==> src/rtl/depth_sprite_pkg.sv <==
// rtl/depth_sprite_pkg.sv - size/base tables and zone FSM type for depth_sprite
package depth_sprite_pkg;

  localparam int MAX_ZONES = 20;

  typedef logic [0:MAX_ZONES-1][15:0] zone_tbl_t;

  localparam zone_tbl_t SIZE = '{16'd69, 16'd60, 16'd53, 16'd48, 16'd43, 16'd39, 16'd36,
                                 16'd33, 16'd31, 16'd29, 16'd27, 16'd26, 16'd24, 16'd23,
                                 16'd22, 16'd21, 16'd20, 16'd19, 16'd18, 16'd17};

  // Images are packed back to back in the ROM, so each base is the running sum of S*S.
  function automatic zone_tbl_t calc_base(zone_tbl_t sizes);
    zone_tbl_t b;
    int        acc;
    acc = 0;
    for (int i = 0; i < MAX_ZONES; i++) begin
      b[i] = 16'(acc);
      acc += int'(sizes[i]) * int'(sizes[i]);
    end
    return b;
  endfunction

  localparam zone_tbl_t BASE = calc_base(SIZE);

  typedef enum logic [1:0] {ZS_IDLE, ZS_CALC, ZS_READY} zone_state_t;

endpackage

==> src/rtl/depth_sprite_zone_calc.sv <==
// rtl/depth_sprite_zone_calc.sv - shadow position registers, zone search FSM and frame commit
module depth_sprite_zone_calc
  import depth_sprite_pkg::*;
#(
  parameter int NUM_ZONES  = 20,
  parameter int ZONE_DEPTH = 50,
  parameter int COORD_W    = 16,
  parameter int ZW         = 5
) (
  input  logic               clk,
  input  logic               rst,
  input  logic [COORD_W-1:0] i_x,
  input  logic [COORD_W-1:0] i_y,
  input  logic [COORD_W-1:0] i_z,
  input  logic               i_loc_valid,
  input  logic               i_frame_start,
  output logic [COORD_W-1:0] o_x,
  output logic [COORD_W-1:0] o_y,
  output logic [ZW-1:0]      o_zone,
  output logic               o_committed,
  output logic               o_busy
);

  zone_state_t        r_state;
  logic [COORD_W-1:0] r_sx;
  logic [COORD_W-1:0] r_sy;
  logic [COORD_W-1:0] r_rem;
  logic [ZW-1:0]      r_zone;

  always_ff @(posedge clk or posedge rst) begin
    if (rst) begin
      r_state     <= ZS_IDLE;
      r_sx        <= '0;
      r_sy        <= '0;
      r_rem       <= '0;
      r_zone      <= '0;
      o_x         <= '0;
      o_y         <= '0;
      o_zone      <= '0;
      o_committed <= 1'b0;
      o_busy      <= 1'b0;
    end else begin
      if (i_frame_start && r_state == ZS_READY) begin
        o_x         <= r_sx;
        o_y         <= r_sy;
        o_zone      <= r_zone;
        o_committed <= 1'b1;
        r_state     <= ZS_IDLE;
      end
      // A fresh capture wins over the commit's IDLE transition; the commit above still sees the old shadow.
      if (i_loc_valid) begin
        r_sx    <= i_x;
        r_sy    <= i_y;
        r_rem   <= i_z;
        r_zone  <= '0;
        r_state <= ZS_CALC;
        o_busy  <= 1'b1;
      end else if (r_state == ZS_CALC) begin
        if (r_rem >= COORD_W'(ZONE_DEPTH) && r_zone < ZW'(NUM_ZONES - 1)) begin
          r_rem  <= r_rem - COORD_W'(ZONE_DEPTH);
          r_zone <= r_zone + 1'b1;
        end else begin
          r_state <= ZS_READY;
          o_busy  <= 1'b0;
        end
      end
    end
  end

endmodule

==> src/rtl/depth_sprite.sv <==
// rtl/depth_sprite.sv - depth-scaled sprite renderer: box geometry, ROM addressing, colour-keyed output
module depth_sprite
  import depth_sprite_pkg::*;
#(
  parameter int         NUM_ZONES  = 20,
  parameter int         ZONE_DEPTH = 50,
  parameter int         COORD_W    = 16,
  parameter int         ADDR_W     = 16,
  parameter int         DATA_W     = 24,
  parameter int         ROM_LAT    = 1,
  parameter logic [7:0] KEY_THRESH = 8'h90
) (
  input  logic               clk,
  input  logic               rst,
  input  logic [COORD_W-1:0] x_loc,
  input  logic [COORD_W-1:0] y_loc,
  input  logic [COORD_W-1:0] z_loc,
  input  logic               loc_valid,
  input  logic               frame_start,
  input  logic [COORD_W-1:0] pixel_x,
  input  logic [COORD_W-1:0] pixel_y,
  input  logic               pixel_valid,
  output logic [ADDR_W-1:0]  rom_addr,
  input  logic [DATA_W-1:0]  rom_data,
  output logic [DATA_W-1:0]  color,
  output logic               color_valid,
  output logic               busy
);

  localparam int ZW = (NUM_ZONES > 1) ? $clog2(NUM_ZONES) : 1;
  localparam int SW = COORD_W + 2;

  logic [COORD_W-1:0] w_cx;
  logic [COORD_W-1:0] w_cy;
  logic [ZW-1:0]      w_zone;
  logic               w_committed;

  depth_sprite_zone_calc #(
    .NUM_ZONES  (NUM_ZONES),
    .ZONE_DEPTH (ZONE_DEPTH),
    .COORD_W    (COORD_W),
    .ZW         (ZW)
  ) u_zone_calc (
    .clk           (clk),
    .rst           (rst),
    .i_x           (x_loc),
    .i_y           (y_loc),
    .i_z           (z_loc),
    .i_loc_valid   (loc_valid),
    .i_frame_start (frame_start),
    .o_x           (w_cx),
    .o_y           (w_cy),
    .o_zone        (w_zone),
    .o_committed   (w_committed),
    .o_busy        (busy)
  );

  logic signed [SW-1:0] w_size;
  logic signed [SW-1:0] w_left;
  logic signed [SW-1:0] w_top;
  logic signed [SW-1:0] w_px;
  logic signed [SW-1:0] w_py;
  logic [ADDR_W-1:0]    w_base;
  logic [ADDR_W-1:0]    w_col;
  logic [ADDR_W-1:0]    w_row_base;
  logic [ADDR_W-1:0]    r_row_base;
  logic [COORD_W-1:0]   r_py;
  logic                 r_py_vld;
  logic                 w_inside;
  logic                 w_new_row;
  logic [ROM_LAT:0]     r_ins_d;
  logic [ROM_LAT:0]     r_vld_d;

  assign w_size = SW'(SIZE[w_zone]);
  assign w_base = ADDR_W'(BASE[w_zone]);
  // One spare bit beyond sign keeps left+S from overflowing near the top of the coordinate range.
  assign w_left = $signed({2'b00, w_cx}) - (w_size >>> 1);
  assign w_top  = $signed({2'b00, w_cy}) - (w_size >>> 1);
  assign w_px   = $signed({2'b00, pixel_x});
  assign w_py   = $signed({2'b00, pixel_y});
  assign w_col  = ADDR_W'(w_px - w_left);

  assign w_inside = pixel_valid && w_committed &&
                    (w_px >= w_left) && (w_px < w_left + w_size) &&
                    (w_py >= w_top)  && (w_py < w_top + w_size);

  assign w_new_row = pixel_valid && (!r_py_vld || pixel_y != r_py);

  always_comb begin
    w_row_base = r_row_base;
    if (w_new_row) begin
      if (w_py > w_top && w_py < w_top + w_size) begin
        w_row_base = r_row_base + ADDR_W'(w_size);
      end else begin
        w_row_base = w_base;
      end
    end
  end

  always_ff @(posedge clk or posedge rst) begin
    if (rst) begin
      r_row_base  <= '0;
      r_py        <= '0;
      r_py_vld    <= 1'b0;
      rom_addr    <= '0;
      r_ins_d     <= '0;
      r_vld_d     <= '0;
      color       <= '0;
      color_valid <= 1'b0;
    end else begin
      r_row_base <= w_row_base;
      if (pixel_valid) begin
        r_py     <= pixel_y;
        r_py_vld <= 1'b1;
      end
      rom_addr <= w_inside ? (w_row_base + w_col) : w_base;
      // Stage [ROM_LAT] lines up with rom_data for the address issued ROM_LAT cycles earlier.
      r_ins_d     <= {r_ins_d[ROM_LAT-1:0], w_inside};
      r_vld_d     <= {r_vld_d[ROM_LAT-1:0], pixel_valid};
      color       <= (r_ins_d[ROM_LAT] && rom_data[15:8] >= KEY_THRESH) ? rom_data : '0;
      color_valid <= r_vld_d[ROM_LAT];
    end
  end

endmodule

==> config.mk <==
export PLATFORM = sky130hd
export DESIGN_NAME = depth_sprite
export DESIGN_NICKNAME = d
export VERILOG_FILES = /design/src/rtl/depth_sprite_pkg.sv /design/src/rtl/depth_sprite_zone_calc.sv /design/src/rtl/depth_sprite.sv
export SDC_FILE = /design/constraint.sdc
export NUM_CORES = 1
export LEC_CHECK = 0
export ABC_CLOCK_PERIOD_IN_PS = 12700
export CAP_MARGIN = 20
export CORE_UTILIZATION = 50
export CTS_BUF_LIST = sky130_fd_sc_hd__clkbuf_8
export DETAILED_ROUTE_END_ITERATION = 10
export GPL_ROUTABILITY_DRIVEN = 0
export PLACE_DENSITY = 0.73
export SLEW_MARGIN = 25
export SYNTH_ARGS = -nofsm -noshare
export SYNTH_HDL_FRONTEND = slang
export SYNTH_HIERARCHICAL = 1
export SYNTH_SLANG_ARGS = --single-unit
==> constraint.sdc <==
create_clock -name clk -period 12.7 [get_ports clk]
set_clock_uncertainty 0.2 [all_clocks]
set_input_delay 1.27 -clock clk [delete_from_list [all_inputs] [get_ports clk]]
set_output_delay 1.27 -clock clk [all_outputs]
set_load 0.005 [all_outputs]
==> run_results.csv <==
group,metric,value,unit
clock_tree,cts_tree,"done",
die,row_count,56,
global_routing,use_met3,3.477,%
synth,synth_ff_type,"dfrtp_1",
pwr,seq_power_share,37.1,%
pwr,pwr-share-clk,23.4,%
setup_path,path_max_fanout,23,
sta,relSlewSlack,31.98,%
synth,synth_top_area_cell,"dfrtp_1",
clock_tree,cts_made_buffers,17,
placement,hpwl,21870,µm
cells_and_area,n_antenna_cell,0,
pwr,ir_worst_vdd,0.08905,mV
global_routing,met2_usage,37.09,%
detailed_routing,vias_per_cell,5.603,
sta,drv_slew,0,
global_routing,grt_pass1_wl,44690,µm
synth,synth-async-reset-ratio,100.0,%
global_routing,grt_pass1_vias,9040,
global_routing,grt_max_degree,79,
clock_tree,worstSkewPairLatency,0.46,ns
die,die_h,157.9,µm
clock_tree,postCtsResizedCells,0,
setup_path,crit_type,"flip-flop to flip-flop",
synth,synth_nets,1461,
synth,ys_ff_latch,171,
synth,synth_commonest_cells,"dfrtp_1 (171), ha_1 (123), mux2_2 (102)",
clock_tree,hold_buffers,0,
sta,setup_tns,0,ns
setup_path,start_kind,"flip-flop",
synth,yosys_warnings,6,
detailed_routing,via_count,9458,
sta,setup_violations,0,
detailed_routing,ant_nets,0,
clock_tree,clk_pin_slew,0.09,ns
global_routing,grt_most_used_layer,"met2",
global_routing,use_met1,31.25,%
global_routing,grtUsageTotal,22.96,%
pwr,p_sw,0.0006112,W
detailed_routing,drt_wl_total,27760,µm
die,die_x,157.9,µm
pwr,p_sw_share,36.00,%
synth,synth_cells,1209,
worst_hold_path,hold_class,"flip-flop to flip-flop",
setup_path,required,12.85,ns
setup_path,path_common_cell,"ha_1",
die,die_area,24930,µm²
die,io_pins,151,
setup_path,cp_slowest_cell,"dfrtp_1",
sta,rsz0062_at_grt,"false",
cells_and_area,nets,1608,
cells_and_area,syn_to_final_growth,18.49,%
pwr,p_per_area,117.9,nW/µm²
global_routing,antenna_found_initial,0,
synth,avgSynthCellArea,10.05,µm²
sta,fmax,0.08704,GHz
clock_tree,cts_buffer_depth,2,
detailed_routing,dr.pass1.iters,6,
die,start_util,51.31,%
die,core,23680,µm²
run_status,status,"finished clean",
synth,yosysMostFrequentCell,"dfrtp_1",
synth,yosysTopAreaCellShare,35.21,%
clock_tree,cts_root_buf,"clkbuf_8",
sta,timing.final.hold_violations,0,
synth,ys_types,73,
job,cap_violations,0,
synth,ys_seq_area_share,35.21,%
cells_and_area,fin_cells,1688,
sta,min_period_over_period,90.47,%
clock_tree,htreeDepth,4,
pwr,internal_power,0.001087,W
pwr,p_leak,6.700,nW
setup_path,critical_path_arrival,11.64,ns
cells_and_area,drive_above_1_share,12.42,%
cells_and_area,fill_cells,2018,
placement,port_buffers,149,
global_routing,gr-total-overflow,0,
detailed_routing,wl_per_cell,16.44,µm
sta,worst_pin_slew,1.018,ns
pwr,pwr-share-comb,39.5,%
clock_tree,post_cts_buffers,0,
setup_path,slowest_delay,0.65,ns
sta,hold-worst-slack,0.1451,ns
setup_path,end_kind,"flip-flop",
clock_tree,cts.sinks,171,
synth,synth.area.top_cells,"dfrtp_1 (35%), ha_1 (13%), mux2_2 (9.5%), xor2_1 (3.8%), xnor2_1 (3.5%)",
placement,place_inst,1656,
detailed_routing,drt_iter0_drc,514,
synth,synth-edff-count,0,
sta,min_period,11.49,ns
detailed_routing,drc_errors,0,
synth,syn_area,12150,µm²
-- power by group through the flow --
stage          clock [W]  sequential (W)  combinational [W]
3_3_place_gp           0        0.000638           0.000641
4_1_cts         0.000409        0.000630           0.000669
5_1_grt         0.000428        0.000638           0.000747
6_report        0.000397        0.000630           0.000670
3_5_place_dp           0        0.000640           0.000660
2_1_floorplan          0        0.000630           0.000504
-- layer usage --
layer / share of wire (%) / vias up
met5: 0 / -
met4: 2.2 / 0
met3: 5.4 / 36
met2: 46 / 261
met1: 47 / 4525
li1: - / 4636
-- path summary, 6_finish.rpt --
kind | to | depth (start not counted) | startpoint | slack, ns
worst min register to register | r_ins_d[1] | 0 | r_ins_d[0] | 0.15
max in group asynchronous | u_zone_calc/r_rem[9] | 3 | rst | 10.12
worst max-delay path | rom_addr[15] | 40 | u_zone_calc/o_zone[1] | 1.21
min in group asynchronous | u_zone_calc/o_committed | 2 | rst | 1.06
worst max register to register | rom_addr[15] | 40 | u_zone_calc/o_zone[1] | 1.21
worst min-delay path | r_ins_d[1] | 0 | r_ins_d[0] | 0.15
-- per-stage QoR --
step                      util, %  instance area, µm²  setup WS [ns]  power, W
after detailed placement    59.11               14000          1.335  0.001301
after global routing        60.80               14400         0.6174  0.001813
after CTS                   60.78               14400          1.313  0.001708
after global placement      59.11               14000          1.557  0.001279
after floorplan                 -               12150          2.184  0.001134
final                       60.80               14400          1.211  0.001698
-- cell type report --
cell class              count  area (µm²)  area share, %
well taps                 319       399.1          2.772
flip-flops and latches    171        4279          29.72
clock inverters            15       162.7          1.130
clock buffers              17       234.0          1.625
multi-input cells         937        7482          51.96
repair buffers            162        1588          11.03
inverters                  67       254.0          1.764
-- logic make-up (layout without fill, tap and decap cells) --
| group | Yosys count | in the layout | share of synthesized area, % |
|---|---|---|---|
| buffers and inverters | 101 | 261 | 3.223 |
| AND/OR/NAND/NOR | 312 | 312 | 13.40 |
| XOR/XNOR | 103 | 103 | 7.599 |
| AO/OA/AOI/OAI | 260 | 260 | 13.76 |
| flip-flops | 171 | 171 | 35.21 |
| adder cells (fa/ha/maj) | 143 | 143 | 15.96 |
| multiplexers | 119 | 119 | 10.85 |
-- critical path: cells and delay by family, from the launching register on --
kind / cells / cell delay (ns)
buffers and inverters: 4 / 0.90
muxes: 1 / 0.37
DFF: 1 / 0.65
AOI/OAI and AO/OA: 13 / 3.76
xor gates and xnor gates: 3 / 0.64
adders and majority gates: 6 / 2.06
and+or+nand+nor: 13 / 2.79
-- layout by cell type, fill, tap and decap left out, types with 5 or more instances in the layout --
cell             count
o21ai_0             65
a31oi_1              9
buf_4               12
a21o_1              20
o22a_1               5
or2_2                7
nand2_1             61
xnor2_1             48
inv_6                5
mux2i_1             17
clkbuf_8            17
fa_1                20
nand4_1             10
dfrtp_1            171
mux2_2             102
nor2_1              72
o21a_1               9
a21oi_1             72
and3_1               8
nor3_1              32
or4_1                6
a311oi_1             5
xor2_1              53
nand3_1             17
nor4_1              13
and2_1              27
o211ai_1             8
a211oi_1            15
nand2b_1            19
inv_1               65
ha_1               123
or3_1                5
nor2b_1             21
clkdlybuf4s50_1    148
-- flip-flops by register name (all words and copies together) (netlist names) --
signal                   flops
u_zone_calc/o_y             16
r_row_base                  16
color                       24
u_zone_calc/r_sx            16
rom_addr                    16
u_zone_calc/r_state          2
color_valid                  1
r_vld_d                      2
u_zone_calc/o_zone           5
r_ins_d                      2
u_zone_calc/o_busy           1
r_py                        16
r_py_vld                     1
u_zone_calc/r_rem           15
u_zone_calc/r_zone           5
u_zone_calc/r_sy            16
u_zone_calc/o_x             16
u_zone_calc/o_committed      1
Note: power is estimated with default switching activity, not from simulation.
